**src/rtl/tl_pkg.sv**
```systemverilog
// Shared TileLink definitions: A-channel opcodes, default field widths,
// a packed A-beat record and the repeater state encoding.
package tl_pkg;

  // Default A-channel field widths.
  localparam int A_ADDR_W = 31;
  localparam int A_SRC_W  = 7;
  localparam int A_DATA_W = 64;
  localparam int A_MASK_W = A_DATA_W / 8;

  // A-channel opcodes.
  typedef enum logic [2:0] {
    A_PUT_FULL    = 3'd0,
    A_PUT_PARTIAL = 3'd1,
    A_ARITH       = 3'd2,
    A_LOGIC       = 3'd3,
    A_GET         = 3'd4,
    A_HINT        = 3'd5,
    A_ACQUIRE     = 3'd6
  } a_opcode_e;

  // One A-channel beat at the default widths, most significant field first.
  typedef struct packed {
    logic [2:0]          opcode;
    logic [2:0]          param;
    logic [2:0]          size;
    logic [A_SRC_W-1:0]  source;
    logic [A_ADDR_W-1:0] address;
    logic [A_MASK_W-1:0] mask;
    logic [A_DATA_W-1:0] data;
    logic                corrupt;
  } a_beat_t;

  // Repeater occupancy: EMPTY passes beats through, HELD replays the saved one.
  typedef enum logic {
    ST_EMPTY = 1'b0,
    ST_HELD  = 1'b1
  } rpt_state_e;

endpackage

```
**src/rtl/tl_a_repeater.sv**
```systemverilog
// TileLink A-channel repeater. A beat accepted while repeat_en is high is
// captured and replayed downstream until a downstream handshake with
// repeat_en low releases it. While empty, beats pass through with no latency.
//
// Handshake: a beat transfers on a channel in any cycle where valid and ready
// are both high. Once valid is raised it stays high with a stable payload until
// that transfer happens; ready may be driven combinationally from the other side.
module tl_a_repeater
  import tl_pkg::*;
#(
  parameter int ADDR_W = 31,
  parameter int SRC_W  = 7,
  parameter int DATA_W = 64
) (
  input  logic                clock,
  input  logic                reset,
  input  logic                repeat_en,
  output logic                full,
  output logic                dbg_state,
  input  logic                enq_valid,
  output logic                enq_ready,
  input  logic [2:0]          enq_opcode,
  input  logic [2:0]          enq_param,
  input  logic [2:0]          enq_size,
  input  logic [SRC_W-1:0]    enq_source,
  input  logic [ADDR_W-1:0]   enq_address,
  input  logic [DATA_W/8-1:0] enq_mask,
  input  logic [DATA_W-1:0]   enq_data,
  input  logic                enq_corrupt,
  output logic                deq_valid,
  input  logic                deq_ready,
  output logic [2:0]          deq_opcode,
  output logic [2:0]          deq_param,
  output logic [2:0]          deq_size,
  output logic [SRC_W-1:0]    deq_source,
  output logic [ADDR_W-1:0]   deq_address,
  output logic [DATA_W/8-1:0] deq_mask,
  output logic [DATA_W-1:0]   deq_data,
  output logic                deq_corrupt
);

  localparam int MASK_W = DATA_W / 8;
  localparam int PAY_W  = 3 + 3 + 3 + SRC_W + ADDR_W + MASK_W + DATA_W + 1;

  rpt_state_e        state_q;
  rpt_state_e        state_d;
  logic [PAY_W-1:0]  saved_q;
  logic [PAY_W-1:0]  enq_pay;
  logic [PAY_W-1:0]  deq_pay;
  logic              enq_fire;
  logic              deq_fire;
  logic              load_saved;

  // Whole beat flattened so capture and replay treat every field identically.
  assign enq_pay = {enq_opcode, enq_param, enq_size, enq_source,
                    enq_address, enq_mask, enq_data, enq_corrupt};

  assign full      = (state_q == ST_HELD);
  assign dbg_state = full;

  // Upstream is blocked while a beat is held, otherwise it sees downstream ready.
  assign enq_ready = deq_ready & ~full;
  assign deq_valid = enq_valid | full;

  assign enq_fire = enq_valid & enq_ready;
  assign deq_fire = deq_valid & deq_ready;

  // Capture only on the EMPTY->HELD step; enq_ready is low while HELD anyway,
  // but the state term makes the one-shot load explicit.
  assign load_saved = (state_q == ST_EMPTY) & enq_fire & repeat_en;

  // Held beat replays from the register, otherwise the live beat goes straight through.
  assign deq_pay = full ? saved_q : enq_pay;

  assign {deq_opcode, deq_param, deq_size, deq_source,
          deq_address, deq_mask, deq_data, deq_corrupt} = deq_pay;

  // State register; reset drops any held beat.
  always_ff @(posedge clock or posedge reset) begin
    if (reset) begin
      state_q <= ST_EMPTY;
    end else begin
      state_q <= state_d;
    end
  end

  // Next state: enter HELD on a repeated accept, leave on a non-repeated replay.
  always_comb begin
    state_d = state_q;
    case (state_q)
      ST_EMPTY: begin
        if (enq_fire && repeat_en) begin
          state_d = ST_HELD;
        end
      end
      ST_HELD: begin
        if (deq_fire && !repeat_en) begin
          state_d = ST_EMPTY;
        end
      end
      default: state_d = ST_EMPTY;
    endcase
  end

  // Saved beat register, cleared on reset and loaded once per hold.
  always_ff @(posedge clock or posedge reset) begin
    if (reset) begin
      saved_q <= '0;
    end else if (load_saved) begin
      saved_q <= enq_pay;
    end
  end

endmodule

```
**config.mk**
```make
export PLATFORM = sky130hd
export DESIGN_NAME = tl_a_repeater
export DESIGN_NICKNAME = d
export VERILOG_FILES = /design/src/rtl/tl_pkg.sv /design/src/rtl/tl_a_repeater.sv
export SDC_FILE = /design/constraint.sdc
export NUM_CORES = 1
export LEC_CHECK = 0
export BUFFER_PORTS_ARGS = -buffer_cell sky130_fd_sc_hd__buf_2
export CAP_MARGIN = 20
export CORE_UTILIZATION = 53
export DETAILED_ROUTE_END_ITERATION = 8
export GPL_TIMING_DRIVEN = 1
export PLACE_DENSITY = 0.88
export SLEW_MARGIN = 5
export SYNTH_ARGS = -nofsm -noshare
export SYNTH_HDL_FRONTEND = slang
export SYNTH_SLANG_ARGS = --single-unit
```
**constraint.sdc**
```tcl
create_clock -name clock -period 6.1 [get_ports clock]
set_input_delay 0.915 -clock clock [delete_from_list [all_inputs] [get_ports clock]]
set_output_delay 0.915 -clock clock [all_outputs]
set_load 0.01 [all_outputs]
```
=== Word-level counts from Yosys, hierarchy flattened ===
Cells that the tools add are included.

* Register bits: 121
* Input port bits: 125
* Output and inout bits: 124
* Logic and storage cells: 16

* Muxes and demuxes: 4
* Bitwise logic cells: 7
* Reduce and logical (&&, ||, !) cells: 3

{| class="wikitable"
|+ Operators with widths
! operator !! count
|-
| $mux W120 || 1
|-
| $and A1 B1 Y1 || 5
|-
| $logic_and A1 B1 Y1 || 2
|-
| $mux W1 || 2
|-
| $pmux W1 S2 || 1
|-
| $logic_not A1 Y1 || 1
|-
| $not A1 Y1 || 1
|-
| $or A1 B1 Y1 || 1
|}

=== Logic depth before layout (Yosys ltp) ===
Gate-level depths: netlist of the first run.

* Depth in word-level cells: 6
* Mapped depth: 5

=== Worst setup path after synthesis of the first run ===
OpenSTA, ideal clock, no wires.

* Kind: register to output
* From: reg state_q (netlist: dbg_state)
* To: out deq_address[0]
* Arrival time: 1.313 ns
* Path slack: 3.872 ns
* Cell stages (with the launch flop): 5
* Buffers on the path: 3
* Cell sequence: dfrtp_1 buf_2 buf_2 buf_2 mux2_2

* Longest elaborated chain between the ends: 1

{| class="wikitable"
|+ Ends and longest elaborated chain
! what !! line !! RTL
|-
| start, declared || tl_a_repeater.sv:45 || <nowiki>rpt_state_e state_q;</nowiki>
|-
| start signal, assigned || tl_a_repeater.sv:83 || <nowiki>state_q <= state_d;</nowiki>
|-
| $mux W120 || tl_a_repeater.sv:73 || <nowiki>assign deq_pay = full ? saved_q : enq_pay;</nowiki>
|-
| end, declared || tl_a_repeater.sv:36 || <nowiki>output logic [ADDR_W-1:0] deq_address,</nowiki>
|}

Every way passes these cells.

=== Worst setup path in the final report of the first run ===
* From: reg state_q (netlist: dbg_state)
* To: out deq_source[3]

* Longest elaborated chain between the ends: 1

{| class="wikitable"
|+ Ends and longest elaborated chain
! what !! line !! RTL
|-
| $mux W120 || tl_a_repeater.sv:73 ||
|-
| end, declared || tl_a_repeater.sv:35 || <nowiki>output logic [SRC_W-1:0] deq_source,</nowiki>
|}

Every way passes these cells.

==> results of run 1 <==
-- stage by stage --
step,cells,area [um^2]
final,791,8137
after global placement,762,7621
after CTS,791,8137
after global routing,791,8137
after floorplan,396,6371
after detailed placement,762,7621
-- cells in the final DEF, fill, tap and decap left out --
| cell type | count |
|---|---|
| clkinv_2 | 4 |
| buf_12 | 1 |
| mux2_2 | 140 |
| clkbuf_8 | 4 |
| inv_4 | 1 |
| or2_2 | 1 |
| buf_4 | 2 |
| clkbuf_1 | 4 |
| buf_2 | 248 |
| nor2b_1 | 1 |
| clkbuf_16 | 17 |
| nand4b_4 | 1 |
| dfrtp_1 | 120 |
| mux2_4 | 100 |
| inv_1 | 1 |
| dfrtp_4 | 1 |
| a21oi_1 | 2 |
-- kinds of logic (layout without fill, tap and decap cells) --
kind of cell / count (synthesis) / count (layout) / synth area share, %
buf+inv: 30 / 282 / 3.437
compound gates: 2 / 2 / 0.1571
simple gates: 3 / 3 / 0.5696
flops: 121 / 121 / 47.53
mux: 240 / 240 / 48.31
-- worst paths after layout --
kind | to | start | cells past startpoint
setup / recovery | deq_source[3] | dbg_state | 3
hold / removal | saved_q[42] | saved_q[42] | 1
setup reg to reg | saved_q[80] | dbg_state | 3
hold reg to reg | saved_q[42] | saved_q[42] | 1
max in group asynchronous | saved_q[78] | reset | 3
min in group asynchronous | saved_q[45] | reset | 2
-- state kept, by name (all words and copies together) (netlist names) --
name	cells
saved_q	120
dbg_state	1
-- per-layer routing --
| layer | share of wire, % | vias to the layer above | routed length, um |
|---|---|---|---|
| li1 | - | 1913 | - |
| met5 | 0 | - | 0 |
| met3 | 6.5 | 18 | 898 |
| met2 | 52 | 156 | 7161 |
| met4 | 1.8 | 0 | 251 |
| met1 | 40 | 2043 | 5507 |
-- cell type report --
cell class,instances,area (um^2),share of cell area [%]
Timing Repair Buffer,251,1276,15.69
Multi-Input combinational cell,245,3124,38.40
Tap cell,143,178.9,2.199
Clock buffer,25,495.5,6.089
Sequential cell,121,3032,37.26
Inverter,2,10.01,0.1230
Clock inverter,4,20.02,0.2460
-- power by group through the flow --
stage	Combinational (mW)	Sequential, mW	Clock, mW
finish	0.781	1.12	0.878
global route	0.836	1.14	0.930
CTS	0.791	1.12	0.894
detailed placement	0.784	1.12	0
global placement	0.764	1.11	0
floorplan	0.581	1.07	0
==> metrics.md, run 1 <==
| Metric | Value |
|---|---|
| Drt via density | 5.221 |
| Clk network pwr share | 31.6% |
| M2 GR Usage | 40.37% |
| Vias in the first global route | 4,446 |
| Worst Setup End Kind | output pin |
| Final setup margin | 2.509 ns |
| Antenna diodes | 0 |
| # fillers | 786 |
| GRT met1 Usage | 26.30% |
| Yosys reg bits | 121 |
| Syn nets | 521 |
| Top cells by area, synth | dfrtp_1 48%, mux2_2 25%, mux2_4 24% |
| Power Internal | 2.036 mW |
| Post-synth top area cell | dfrtp_1 |
| Post-synth EDFFs | 0 |
| Post-Route WL | 13,820 um |
| Net switching power figure | 743.8 uW |
| Sequential fraction of the synthesis area | 47.53% |
| Ys flop type | dfrtp_1 |
| Root Driver | clkbuf_16 |
| Hold_buf cts | 0 |
| Worst-path cell chain | buf_4, mux2_2, buf_2 |
| Syn_area_per_cell | 16.09 um^2 |
| Initial antenna violation count | 0 |
| WS Path Type | reg -> out |
| Total setup buffers inserted after CTS | 0 |
| Status | finished with violations |
| Pwr Density | 341.7 nW/um^2 |
| Min Tclk post-route | 3.591 ns |
| Fin Hold WS | 0.4991 ns |
| Resize count post-CTS | 0 |
| Routed len/inst | 17.47 um |
| Cells after synthesis | 396 |
| Vias | 4,130 |
| First-pass GRT wire length | 22,290 um |
| Worst-Margin Slew | 1.052 ns |
| Crit-path max FO | 83 |
| Worst Path Buf+Inv | 2 |
| Final TNS setup | 0 ns |
| Die area | 12,460 um^2 |
| Synth-to-layout area growth | 27.71% |
| Worst slew margin | 29.88% |
| ANT nets after route | 0 |
| Synth Cell Area | 6371 um^2 |
| Post-DP HPWL | 9433 um |
| CTS sink count | 121 |
| Count of cell types in the netlist | 11 |
| Flop pwr share | 40.3% |
| Top-count cell post-synth | mux2_2 |
| Overflow after GRT | 0 |
| Startpoint Class | flop |
| Final nets | 763 |
| Worst VDD drop | 215.3 uV |
| Setup-failing EPs final | 0 |
| CP delay by family, top | flip-flops |
| I/O pin total | 249 |
| Total track usage | 23.18% |
| Leak Pwr | 4.240 nW |
| Yosys top cell area share | 47.53% |
| Port Buf Inserts | 248 |
| GRT Max-Usage Layer | met2 |
| CTS tree | done |
| Failing checks | design-rule violations |
| Final Wtd Congestion | 0.7544 |
| Synth async-reset ratio | 100.0% |
| Power share of the combinational group | 28.1% |
| Power Total | 2.780 mW |
| Row count | 39 |
| Pins over their slew limit | 0 |
| Switching share of power | 26.75% |
| Reg-to-reg slack, setup | 3.13 ns |
| Layout Skew | 0.007407 ns |
| CTS clk-pin slew, worst paths | 0.05 ns |
| Crit path arrival time | 2.68 ns |
| Yosys warns | 0 |
| Chip width | 111.6 um |
| Worst-Skew Late Latency | 0.41 ns |
| Max frequency | 0.2784 GHz |
| CTS Buf Count | 17 |
| H-tree depth | 4 |
| MaxCap Viol Count | 0 |
| Drt pass-1 iters | 6 |
| Largest net degree at the start of global routing | 85 |
| Starting Density | 55.09% |
| Core area | 11,560 um^2 |
| Tcrit/Tclk final | 58.88% |
| Slowest cell on crit path | dfrtp_4 |
| RSZ-0062 raised after global routing | false |
| Hold Path Class | reg -> reg |
| Endpoints failing hold | 0 |
| DRC | 14 |
| Synth cell count leaders | 140 x mux2_2, 121 x dfrtp_1, 100 x mux2_4, 16 x buf_2, 11 x buf_6 |
| Critical Path RT | 5.18 ns |
| Slowest stage delay, CP | 1.08 ns |
| Layout cells sized above 1 | 80.25% |
| Clk buf depth | 2 |
| Final core occ | 70.36% |
| DR iter-0 viols | 161 |
| Dpl ws | 2.895 ns |
| M3 GR Usage | 7.295% |
| Die Ht | 111.6 um |
Note: power is estimated with default switching activity, not from simulation.
==> run 2, diff against run 1 <==
--- a/config.mk
+++ b/config.mk
@@ -7,10 +7,10 @@
 export LEC_CHECK = 0
 export BUFFER_PORTS_ARGS = -buffer_cell sky130_fd_sc_hd__buf_2
 export CAP_MARGIN = 20
-export CORE_UTILIZATION = 53
+export CORE_UTILIZATION = 45
 export DETAILED_ROUTE_END_ITERATION = 8
 export GPL_TIMING_DRIVEN = 1
-export PLACE_DENSITY = 0.88
+export PLACE_DENSITY = 0.8
 export SLEW_MARGIN = 5
 export SYNTH_ARGS = -nofsm -noshare
 export SYNTH_HDL_FRONTEND = slang
==> constraint.sdc (replaced) <==
create_clock -name clock -period 3.3 [get_ports clock]
set_input_delay 0.495 -clock clock [delete_from_list [all_inputs] [get_ports clock]]
set_output_delay 0.495 -clock clock [all_outputs]
set_load 0.01 [all_outputs]
==> metrics.md, run 2 (synthesis gave the netlist of run 1 again) <==
| Metric | Value |
|---|---|
| Crit-path max FO | 67 |
| DRC | 0 |
| Post-Route WL | 13,890 um |
| Cell depth of the worst flop-to-flop path | 3 |
| Clk buf depth | 2 |
| Pins over their slew limit | 0 |
| First-pass GRT wire length | 21,960 um |
| Layout Skew | 0.006169 ns |
| Status | completed |
| Tcrit/Tclk final | 85.06% |
| Die Ht | 121.0 um |
| Drt pass-1 iters | 4 |
| Pwr Density | 654.0 nW/um^2 |
| Post-DP HPWL | 9670 um |
| CP delay by family, top | flip-flops |
| Biggest register | saved_q |
| Starting Density | 46.08% |
| Largest net degree at the start of global routing | 68 |
| Port Buf Inserts | 248 |
| Total setup buffers inserted after CTS | 0 |
| Final nets | 767 |
| Commonest non-fill, non-tap cell in the layout | buf_2 |
| H-tree depth | 4 |
| Core area | 13,830 um^2 |
| Cell Count, Final, Fillers Out | 836 |
| Vias | 4,146 |
| MaxCap Viol Count | 0 |
| DR iter-0 viols | 110 |
| ANT nets after route | 0 |
| Layout cells sized above 1 | 80.92% |
| Worst-Skew Late Latency | 0.40 ns |
| Worst-path cell chain | buf_12, mux2_2, buf_2 |
| Max FFs per register | 120 |
| Overflow after GRT | 0 |
| Initial antenna violation count | 1 |
| Worst Setup End Kind | output pin |
| Chip width | 121.0 um |
| Critical Path RT | 2.80 ns |
| CP Depth | 3 |
| Max frequency | 0.3563 GHz |
| Slowest stage delay, CP | 0.96 ns |
| Row count | 43 |
| Resize count post-CTS | 0 |
| Die area | 14,640 um^2 |
| Hold_buf cts | 0 |
| Slowest cell on crit path | dfrtp_4 |
| Final TNS setup | 0 ns |
| Worst VDD drop | 312.7 uV |
| CTS sink count | 121 |
| Crit path arrival time | 2.31 ns |
| Root Driver | clkbuf_16 |
| Worst slew margin | 42.89% |
| Synth-to-layout area growth | 31.54% |
| Most frequent cells in the layout | 248 x buf_2, 140 x mux2_2, 120 x dfrtp_1 |
| Worst Path Buf+Inv | 2 |
| Vias in the first global route | 4,349 |
| Endpoints failing hold | 0 |
| Drt via density | 4.959 |
| CTS tree | done |
| Final Wtd Congestion | 0.7015 |
| WS Path Type | reg -> out |
| Placed cell count | 802 |
| Setup-failing EPs final | 0 |
| Min Tclk post-route | 2.807 ns |
| CTS clk-pin slew, worst paths | 0.06 ns |
| CTS Buf Count | 17 |
| I/O pin total | 249 |
| Startpoint Class | flop |
| Leak Pwr | 4.321 nW |
| Routed len/inst | 16.61 um |
| Total track usage | 19.43% |
| Worst-Margin Slew | 0.8567 ns |
| Hold Path Class | in -> async |
| RSZ-0062 raised after global routing | false |
## run 2: final timing paths
path / from / to / slack, ns
setup reg to reg: dbg_state / saved_q[44] / 1.02
min in group clock: enq_data[56] / saved_q[57] / 0.33
hold reg to reg: saved_q[35] / saved_q[35] / 0.50
hold / removal: reset / saved_q[119] / 0.02
max in group asynchronous: reset / saved_q[70] / 2.48
setup / recovery: dbg_state / deq_address[5] / 0.49
## run 2: worst register-to-register path, cell delays in order (launching register included)
cell and delay [ns]:
dfrtp_4 0.96, nand4b_4 0.41, buf_12 0.38, mux2_2 0.42
## run 2: per-stage QoR
step	util, %	worst slack (ns)	hold slack [ns]	total power [mW]	instance area (um^2)
after floorplan	-	1.322	0.4737	3.046	6375
after global placement	55.90	0.9259	0.4820	3.475	7729
after detailed placement	55.90	0.8871	0.4876	3.530	7729
after CTS	60.45	0.4331	0.3087	5.537	8358
after global routing	60.61	0.3522	0.008789	5.743	8381
final	60.61	0.4931	0.01525	5.481	8381
## run 2: report_power, final
group	leakage [nW]	internal [mW]	switching [mW]
Sequential	1.44	1.83	0.224
Combinational	2.58	0.919	0.536
Clock	0.306	1.30	0.668
## run 2: layout make-up
class / count / area (um^2)
fillers: 1043 / 5446
multi-input cells: 245 / 3124
flip-flops and latches: 121 / 3032
repair buffers: 255 / 1356
clock buffers: 20 / 456.7
well taps: 180 / 225.2
clock inverters: 12 / 172.7
inverters: 2 / 11.26
diodes: 1 / 2.502
## run 2: per-layer routing
layer	vias to the layer above	routed length, um	GRT usage (%)
li1	1927	-	-
met1	2043	5834	24.04
met2	151	6821	31.46
met3	25	919	5.498
met4	0	311	8.719
met5	-	0	0
